<file path="config.mk">
export PLATFORM = sky130hd
export DESIGN_NAME = ysyx_23060203_core_ctrl
export DESIGN_NICKNAME = d
export VERILOG_FILES = /design/src/rtl/ysyx_23060203_core_ctrl.sv
export SDC_FILE = /design/constraint.sdc
export NUM_CORES = 1
export LEC_CHECK = 0
export BUFFER_PORTS_ARGS = -buffer_cell sky130_fd_sc_hd__buf_4
export CORE_AREA = 3 3 102 104
export DETAILED_ROUTE_END_ITERATION = 16
export DIE_AREA = 0 0 105 107
export GPL_ROUTABILITY_DRIVEN = 0
export GPL_TIMING_DRIVEN = 0
export PLACE_DENSITY = 0.72
export SKIP_LAST_GASP = 1
export SLEW_MARGIN = 15
export SYNTH_ARGS = -nofsm -noshare
export SYNTH_HDL_FRONTEND = slang
export SYNTH_SLANG_ARGS = --single-unit
</file>
<file path="constraint.sdc">
create_clock -name clk -period 1.6 [get_ports clk]
set_input_delay 0.48 -clock clk [delete_from_list [all_inputs] [get_ports clk]]
set_output_delay 0.48 -clock clk [all_outputs]
set_load 0.05 [all_outputs]
</file>
<file path="src/rtl/ysyx_23060203_core_ctrl.sv">
// rtl/ysyx_23060203_core_ctrl.sv - multi-cycle FETCH/DECODE/EXEC/WB sequencer for the single-issue core
// Optional perf counters: define YSYX_23060203_PERF_EN to build cycle_cnt/instret_cnt.
module ysyx_23060203_core_ctrl #(
  parameter int TMO_W   = 8,
  parameter int TMO_MAX = 255
) (
  input  logic        clk,
  input  logic        rst,
  input  logic [31:0] pc,
  output logic        pc_wen,
  output logic        imem_req,
  output logic [31:0] imem_addr,
  input  logic        imem_ack,
  input  logic [31:0] imem_rdata,
  output logic [31:0] inst,
  output logic        ex_valid,
  input  logic        ex_done,
  input  logic        ex_rf_wen,
  output logic        rf_wen,
  input  logic        halt,
  output logic        halted,
  output logic        err,
  output logic [63:0] cycle_cnt,
  output logic [63:0] instret_cnt
);

  typedef enum logic [2:0] {
    S_IDLE, S_FETCH, S_DECODE, S_EXEC, S_WB, S_HALT, S_ERR
  } state_e;

  localparam logic [TMO_W-1:0] TMO_LIM = TMO_W'(TMO_MAX);

  state_e           state_q, state_d;
  logic [TMO_W-1:0] tmo_q, tmo_d;
  logic [31:0]      inst_q, inst_d;
  logic             wen_q, wen_d;
  logic             halt_q, halt_d;

  always_ff @(posedge clk or posedge rst) begin
    if (rst) begin
      state_q <= S_IDLE;
      tmo_q   <= '0;
      inst_q  <= '0;
      wen_q   <= 1'b0;
      halt_q  <= 1'b0;
    end else begin
      state_q <= state_d;
      tmo_q   <= tmo_d;
      inst_q  <= inst_d;
      wen_q   <= wen_d;
      halt_q  <= halt_d;
    end
  end

  // An ack arriving in the same cycle the timeout expires still wins.
  always_comb begin
    state_d = state_q;
    tmo_d   = tmo_q;
    inst_d  = inst_q;
    wen_d   = wen_q;
    halt_d  = halt_q;
    case (state_q)
      S_IDLE:   state_d = S_FETCH;
      S_FETCH: begin
        if (imem_ack) begin
          inst_d  = imem_rdata;
          tmo_d   = '0;
          state_d = S_DECODE;
        end else begin
          tmo_d = tmo_q + TMO_W'(1);
          if (tmo_q == TMO_LIM) state_d = S_ERR;
        end
      end
      S_DECODE: state_d = S_EXEC;
      S_EXEC: begin
        if (ex_done) begin
          wen_d   = ex_rf_wen;
          halt_d  = halt;
          state_d = S_WB;
        end
      end
      S_WB:     state_d = halt_q ? S_HALT : S_FETCH;
      S_HALT:   state_d = S_HALT;
      S_ERR:    state_d = S_ERR;
      default:  state_d = S_IDLE;
    endcase
  end

  always_comb begin
    imem_req  = (state_q == S_FETCH);
    imem_addr = imem_req ? pc : 32'd0;
    inst      = inst_q;
    ex_valid  = (state_q == S_EXEC);
    rf_wen    = (state_q == S_WB) && wen_q;
    pc_wen    = (state_q == S_WB) && !halt_q;
    halted    = (state_q == S_HALT);
    err       = (state_q == S_ERR);
  end

`ifdef YSYX_23060203_PERF_EN
  logic [63:0] cycle_q, instret_q;
  logic        cnt_active;

  assign cnt_active = (state_q == S_FETCH) || (state_q == S_DECODE) ||
                      (state_q == S_EXEC)  || (state_q == S_WB);

  always_ff @(posedge clk or posedge rst) begin
    if (rst) begin
      cycle_q   <= '0;
      instret_q <= '0;
    end else begin
      if (cnt_active)        cycle_q   <= cycle_q + 64'd1;
      if (state_q == S_WB)   instret_q <= instret_q + 64'd1;
    end
  end

  assign cycle_cnt   = cycle_q;
  assign instret_cnt = instret_q;
`else
  assign cycle_cnt   = 64'd0;
  assign instret_cnt = 64'd0;
`endif

endmodule

</file>
# Word-level counts from Yosys, hierarchy flattened
# Cells that the tools add are included.
classes:
  addsub: 1
  eq_ne: 9
  muxes: 7
  reduce_logical: 7
op_table:
  columns: ["cell", "n"]
  rows:
  - ["32-bit 2-to-1 mux", 1]
  - ["3-bit one-hot mux with 7 select lines", 1]
  - ["3-bit 2-to-1 mux", 4]
  - ["3-bit == test (second input constant)", 3]
  - ["8-bit by 1-bit adder with 8-bit output (second input constant)", 1]
  - ["8-bit == test (second input constant)", 1]
  - ["8-bit 2-to-1 mux", 1]
  - ["3-bit by 2-bit == test with 1-bit output (second input constant)", 2]
  - ["2-bit AND reduction", 3]
  - ["3-bit by 1-bit == test with 1-bit output (second input constant)", 1]
  - ["3-bit zero test", 1]
  - ["3-bit by 1-bit != test with 1-bit output (second input constant)", 1]
  - ["1-bit logical AND", 2]
  - ["2-bit by 1-bit != test with 1-bit output (second input constant)", 1]
  - ["1-bit zero test", 1]
totals:
  regBits: 45
  output_inout_bits: 198
  elab_cells: 29

# Longest topological paths before layout
# Gate-level depths: netlist of the first run.
logic_depth:
  ltp_word: 4
  depth_mapped: 6

# Worst setup path after synthesis of the first run
# Ideal clock, no wire load.
synth_timing:
  path_type: "reg-to-output"
  from: "register state_q[1]"
  to: "output imem_addr[25]"
  arrival_time_ns: 1.795
  setup_slack_ns: -0.675
  stages_incl_launch_ff: 4
  cell_sequence: "dfrtp_1 nor3b_2 clkbuf_1 and2_1"
synth_between:
  elab_chain_len: 2
synth_lines:
  columns: ["item", "line", "rtl"]
  rows:
  - ["from (decl)", "33", "state_e state_q, state_d;"]
  - ["from (signal assigned)", "47", "state_q <= state_d;"]
  - ["3-bit by 1-bit == test with 1-bit output", "90", "imem_req = (state_q == S_FETCH);"]
  - ["named net imem_req", "11", "output logic imem_req,"]
  - ["32-bit 2-to-1 mux", "91", "imem_addr = imem_req ? pc : 32'd0;"]
  - ["to (decl)", "12", "output logic [31:0] imem_addr,"]
# The timed path passes the listed nets, and every way through them passes these cells.

# Final worst setup path of the first run
layout_timing:
  from: "register state_q[2]"
  to: "output imem_addr[30]"
layout_between:
  elab_chain_len: 2
layout_lines:
  columns: ["item", "line"]
  rows:
  - ["3-bit by 1-bit == test with 1-bit output", "90"]
  - ["32-bit 2-to-1 mux", "91"]
# Every way passes these cells.

==> impl_metrics.tcl, run 1 <==
set metrics [dict create \
    ys_top_cells_by_area "dfrtp_1, buf_4, nand2_1" \
    period_minus_slack_ns 2.01 \
    post-route-util_pct 59.5 \
    cts_buffers 5 \
    antenna_found_initial 4 \
    dr.pass1.iters 4 \
    place_hpwl_um 7620 \
    die_w_um 105 \
    vdd_drop_max_v 0.00101 \
    cp-start-kind "register" \
    core.rowCount 36 \
    mostFrequentLayoutCells "buf_4, conb_1, nand2_1" \
    synth_top_area_share_pct 35.9 \
    drt_iter0_drc 103 \
    die_h_um 107 \
    r2r_cells 7 \
    cts_sinks 45 \
    r2r_start "state_q[2]" \
    synth_cells 376 \
    dieArea_um2 11200 \
    syn2layout_area_growth_pct 83.0 \
    grt_max_degree 24 \
    leakage_uw 0.00336 \
    skew_ns 0.00417 \
    tightest_slew_ns 0.548 \
    grt_usage_pct 15.1 \
    rrSetupSlack_ns -0.20 \
    nets 742 \
    final_area_um2 5740 \
    worst_hold_path_type "in2async" \
    timing.rr.end "tmo_q[7]" \
    path_class "reg2out" \
    slew_viol_final 0 \
    final.period_utilization_pct 125 \
    wl_per_cell_um 11.9 \
    drt-total-wl_um 9610 \
    ys_seq_area_share_pct 35.9 \
    ant_nets 0 \
    initial_core_util_pct 32.5 \
    placed_area_um2 4970 \
    max_freq_mhz 498 \
    syn_avg_cell_area_um2 8.34 \
    cts_root_buf "clkbuf_8" \
    setup_tns_ns -18.64 \
    path_clk_slew_ns 0.08 \
    synth.largest_area_cell "dfrtp_1" \
    violations "setup timing" \
    status "complete, but fails checks" \
    finalHoldViolCount 0 \
    cts_tree "yes" \
    clock_path_buffers 2 \
    syn_area_um2 3140 \
    cp_data_required_time_ns 1.12 \
    fin_ws_ns -0.407 \
    cellPowerDensity_nw_per_um2 1740 \
    worstPathArrival_ns 1.53 \
    yosys_warnings 0 \
    h-tree-depth 2 \
    maxSlewHeadroom_pct 63.4 \
    remaining_drc_errors 0 \
    coreArea_um2 9640 \
    finalNonFillerCells 806 \
    worstPathMaxFanout 10 \
    crit_path_end_kind "primary output" \
    rsz0062_at_grt "yes" \
    fill_cells 822 \
    io_pins 268 \
    final_common_cell "buf_4" \
    drive_above_1_share_pct 53.7 \
    via_per_inst 3.75 \
    grt-ovfl-total 0 \
    maxCapViolations 0 \
    placed_cells 776 \
    grt_pass1_wl_um 13700 \
    grt_pass1_vias 2754 \
    ys_types 38 \
    portBuffers 139 \
    vias 3023 \
    insertion_delay_ns 0.29 \
    setup_viol 73 \
    synth_seq_cells 45 \
]
-- logic make-up after synthesis --
logic type / count (synthesis) / share of synthesized area (%)
compound gates: 15 / 3.31
mux: 5 / 1.68
fa+ha+maj: 1 / 0.399
flops: 45 / 35.9
other cells: 1 / 0.120
buf+inv: 147 / 33.5
simple gates: 162 / 25.1
-- synth_stat cells (all sizes together) --
| library cell | n |
|---|---|
| o31ai | 2 |
| a211o | 1 |
| o221ai | 1 |
| dfrtp | 45 |
| and3b | 1 |
| o211a | 1 |
| nand3 | 3 |
| nor3 | 1 |
| clkbuf | 7 |
| mux2 | 2 |
| a21oi | 3 |
| and4bb | 1 |
| nand4b | 2 |
| and2 | 32 |
| nand4bb | 1 |
| o2bb2ai | 1 |
| o21a | 1 |
| nor3b | 1 |
| nand2b | 5 |
| o21ai | 3 |
| or3 | 1 |
| and3 | 2 |
| buf | 136 |
| nand2 | 102 |
| ha | 1 |
| a21o | 1 |
| a211oi | 1 |
| nand4 | 3 |
| conb | 1 |
| nor2 | 4 |
| or4 | 2 |
| mux2i | 3 |
| nand3b | 1 |
| inv | 4 |
-- state kept, by name, indices dropped and copies added (netlist names) --
name / cells
inst: 32
tmo_q: 8
state_q: 3
halt_q: 1
wen_q: 1
-- stage by stage --
| step | hold WS, ns | total power (uW) | worst slack [ns] |
|---|---|---|---|
| 6_report | 0.241 | 9980 | -0.407 |
| 5_1_grt | 0.272 | 10500 | -0.468 |
| 4_1_cts | 0.246 | 9460 | -0.401 |
| 3_5_place_dp | 0.464 | 7960 | -0.289 |
| 3_3_place_gp | 0.462 | 7880 | -0.543 |
| 2_1_floorplan | 0.471 | 6460 | -0.0691 |
-- how the worst max path moves through the flow --
stage / from / to / cells past startpoint
after floorplan: state_q[1] / imem_addr[25] / 3
after CTS: state_q[1] / imem_addr[1] / 5
after detailed placement: state_q[1] / imem_addr[1] / 4
after global placement: rst / inst[13] / 2
final: state_q[2] / imem_addr[30] / 5
after global routing: state_q[2] / imem_addr[4] / 5
-- critical path: stages, from the launching register on --
cell      delay [ns]
dfrtp_1         0.42
nor3b_4         0.21
buf_6           0.15
clkbuf_8        0.16
and2_4          0.15
buf_8           0.14
-- what timing repair did --
item,in CTS,in global routing
hold buffers,0,0
endpoints found under the setup margin,38,68
resized for setup,79,37
cloned,1,4
pin swaps,1,4
setup buffers,4,12
-- area by class of cell --
| cell class | count | area [um^2] | area share, % |
|---|---|---|---|
| plain buffers | 143 | 1130 | 19.8 |
| clock buffers | 7 | 86.3 | 1.50 |
| well taps | 133 | 166 | 2.90 |
| clock inverters | 1 | 30.0 | 0.523 |
| flip-flops and latches | 45 | 1130 | 19.6 |
| multi-input cells | 311 | 1580 | 27.5 |
| diodes | 1 | 2.50 | 0.0436 |
| repair buffers | 161 | 1600 | 27.9 |
| inverters | 4 | 15.0 | 0.262 |
-- report_power, final --
group	switching (uW)	internal, uW	leakage [uW]
Combinational	4340	2810	0.00273
Sequential	333	1620	0.000571
Clock	374	509	0.0000585
Total	5050	4940	0.00336
-- per-layer routing --
layer / wire [um] / global-route usage, %
met3: 958 / 5.96
met4: 33 / 2.44
met5: 54 / 0
met1: 3110 / 14.5
met2: 5450 / 30.3
Power figures use the tool's default switching activity.
==> inputs of run 2 (changes only) <==
CORE_AREA = unset   (was 3 3 102 104)
CORE_ASPECT_RATIO = 0.5   (was unset)
CORE_MARGIN = 3   (was unset)
CORE_UTILIZATION = 35   (was unset)
DIE_AREA = unset   (was 0 0 105 107)
PLACE_DENSITY = 0.78   (was 0.72)
==> run 2 against run 1 <==
Final area decreased by 2.5%. Final cell count decreased by 3.8%. First-iteration DRC count increased by 8.7%. Hold slack got worse by 0.12 ns. The flow still finishes with violations (setup timing). Clock skew increased by 0.0034 ns. Die area decreased by 9.2%. Largest cell class unchanged. Non-clock buffer count decreased by 8.
==> impl_metrics.tcl, run 2 (synthesized netlist as in run 1, its figures left out) <==
set metrics [dict create \
    setup_viol 39 \
    antenna_found_initial 0 \
    worst_hold_path_type "in2async" \
    crit_chain "nor3b_4 > buf_4 > clkbuf_16 > and2_4 > buf_8" \
    cp_num_buf_inv 3 \
    insertion_delay_ns 0.28 \
    coreArea_um2 8350 \
    max_stage_delay_ns 0.40 \
    die_h_um 72.9 \
    final.period_utilization_pct 124 \
    grt-ovfl-total 0 \
    slew_viol_final 0 \
    syn2layout_area_growth_pct 78.4 \
    setup_tns_ns -13.23 \
    cellPowerDensity_nw_per_um2 1780 \
    status "complete, but fails checks" \
    hold_buffers 0 \
    cp-start-kind "register" \
    antennaDiodeCount 0 \
    max_freq_mhz 504 \
    initial_core_util_pct 37.6 \
    drt-total-wl_um 8990 \
    hold_slack_ns 0.116 \
    period_minus_slack_ns 1.98 \
    nets 734 \
    fin_ws_ns -0.382 \
    grt_pass1_vias 2575 \
    vdd_drop_max_v 0.000953 \
    use_met3_pct 3.40 \
    mostFrequentLayoutCells "buf_4, conb_1, nand2_1" \
    path_clk_slew_ns 0.06 \
    drive_above_1_share_pct 52.9 \
    via_per_inst 3.74 \
    leakage_uw 0.00331 \
    ant_nets 0 \
    gr-usage-met2_pct 31.4 \
    finalHoldViolCount 0 \
    remaining_drc_errors 0 \
    dr.pass1.iters 4 \
    portBuffers 139 \
    worstPathArrival_ns 1.50 \
    grtUsageMet1_pct 18.6 \
    place_hpwl_um 7240 \
    cp_data_required_time_ns 1.12 \
    slowest_stage "dfrtp_1" \
    largest_reg_flops 32 \
    core.rowCount 23 \
    crit_path_end_kind "primary output" \
    clock_path_buffers 2 \
    total_power_uw 9950 \
    h-tree-depth 2 \
    dieArea_um2 10200 \
    crit_family "buffers and inverters" \
    place_ws_ns -0.265 \
    cts_sinks 45 \
    wl_per_cell_um 11.6 \
    post-route-util_pct 67.0 \
    vias 2897 \
    cts_buffers 5 \
    grt_usage_pct 16.0 \
    drt_iter0_drc 112 \
    die_w_um 140 \
    io_pins 268 \
    grt_max_degree 38 \
    violations "setup timing" \
    busiest_layer "met2" \
    maxCapViolations 0 \
    worstPathMaxFanout 10 \
    final_common_cell "buf_4" \
    skew_ns 0.00753 \
    cts_tree "yes" \
    rsz0062_at_grt "yes" \
    path_class "reg2out" \
    cts_root_buf "clkbuf_16" \
    grt_pass1_wl_um 13400 \
]
## run 2: changes by cell type in the layout (fill, tap and decap cells not counted), sizes merged
cell,delta
clkbuf,-6
buf,-2
bufinv,-1
diode,-1
## run 2: area by class of cell
type	instances	area, um^2
buffer	143	1150
tap	112	140
clock buffer	7	143
fill	687	2750
multi-input combinational	311	1580
timing repair buffer	153	1450
sequential	45	1130
inverter	4	15.0
## run 2: worst paths after layout
| path | to | depth (start not counted) | start | slack, ns |
|---|---|---|---|---|
| max | imem_addr[26] | 5 | state_q[2] | -0.38 |
| min | halt_q | 2 | rst | 0.12 |
| max reg2reg | tmo_q[7] | 5 | state_q[1] | -0.06 |
| min reg2reg | inst[13] | 2 | inst[13] | 0.47 |
| max in group asynchronous | inst[31] | 3 | rst | 1.01 |
| min in group clk | inst[29] | 3 | imem_rdata[29] | 0.39 |
## run 2: where the power goes
part / total, uW / internal (uW) / switching (uW)
logic: 6990 / 2670 / 4320
registers: 1950 / 1630 / 326
clock network: 1000 / 613 / 391
## run 2: through the flow
step | cell area (um^2) | cells
2_1_floorplan | 3730 | 503
3_3_place_gp | 4910 | 754
3_5_place_dp | 4930 | 755
4_1_cts | 5500 | 772
5_1_grt | 5590 | 775
6_report | 5590 | 775
## run 2: metal layers
metal  wire length (um)  part of all wire [%]
met5                  0                     0
met4                 14                  0.16
met3                570                   6.3
met2               5140                    57
met1               3260                    36
## run 2: timing repair
item | in CTS | in global routing
endpoints found under the setup margin | 38 | 69
cloned | 1 | 1
pin swaps | 2 | 2
resized for setup | 87 | 29
endpoints found under the hold margin | 0 | 0
setup buffers | 9 | 2
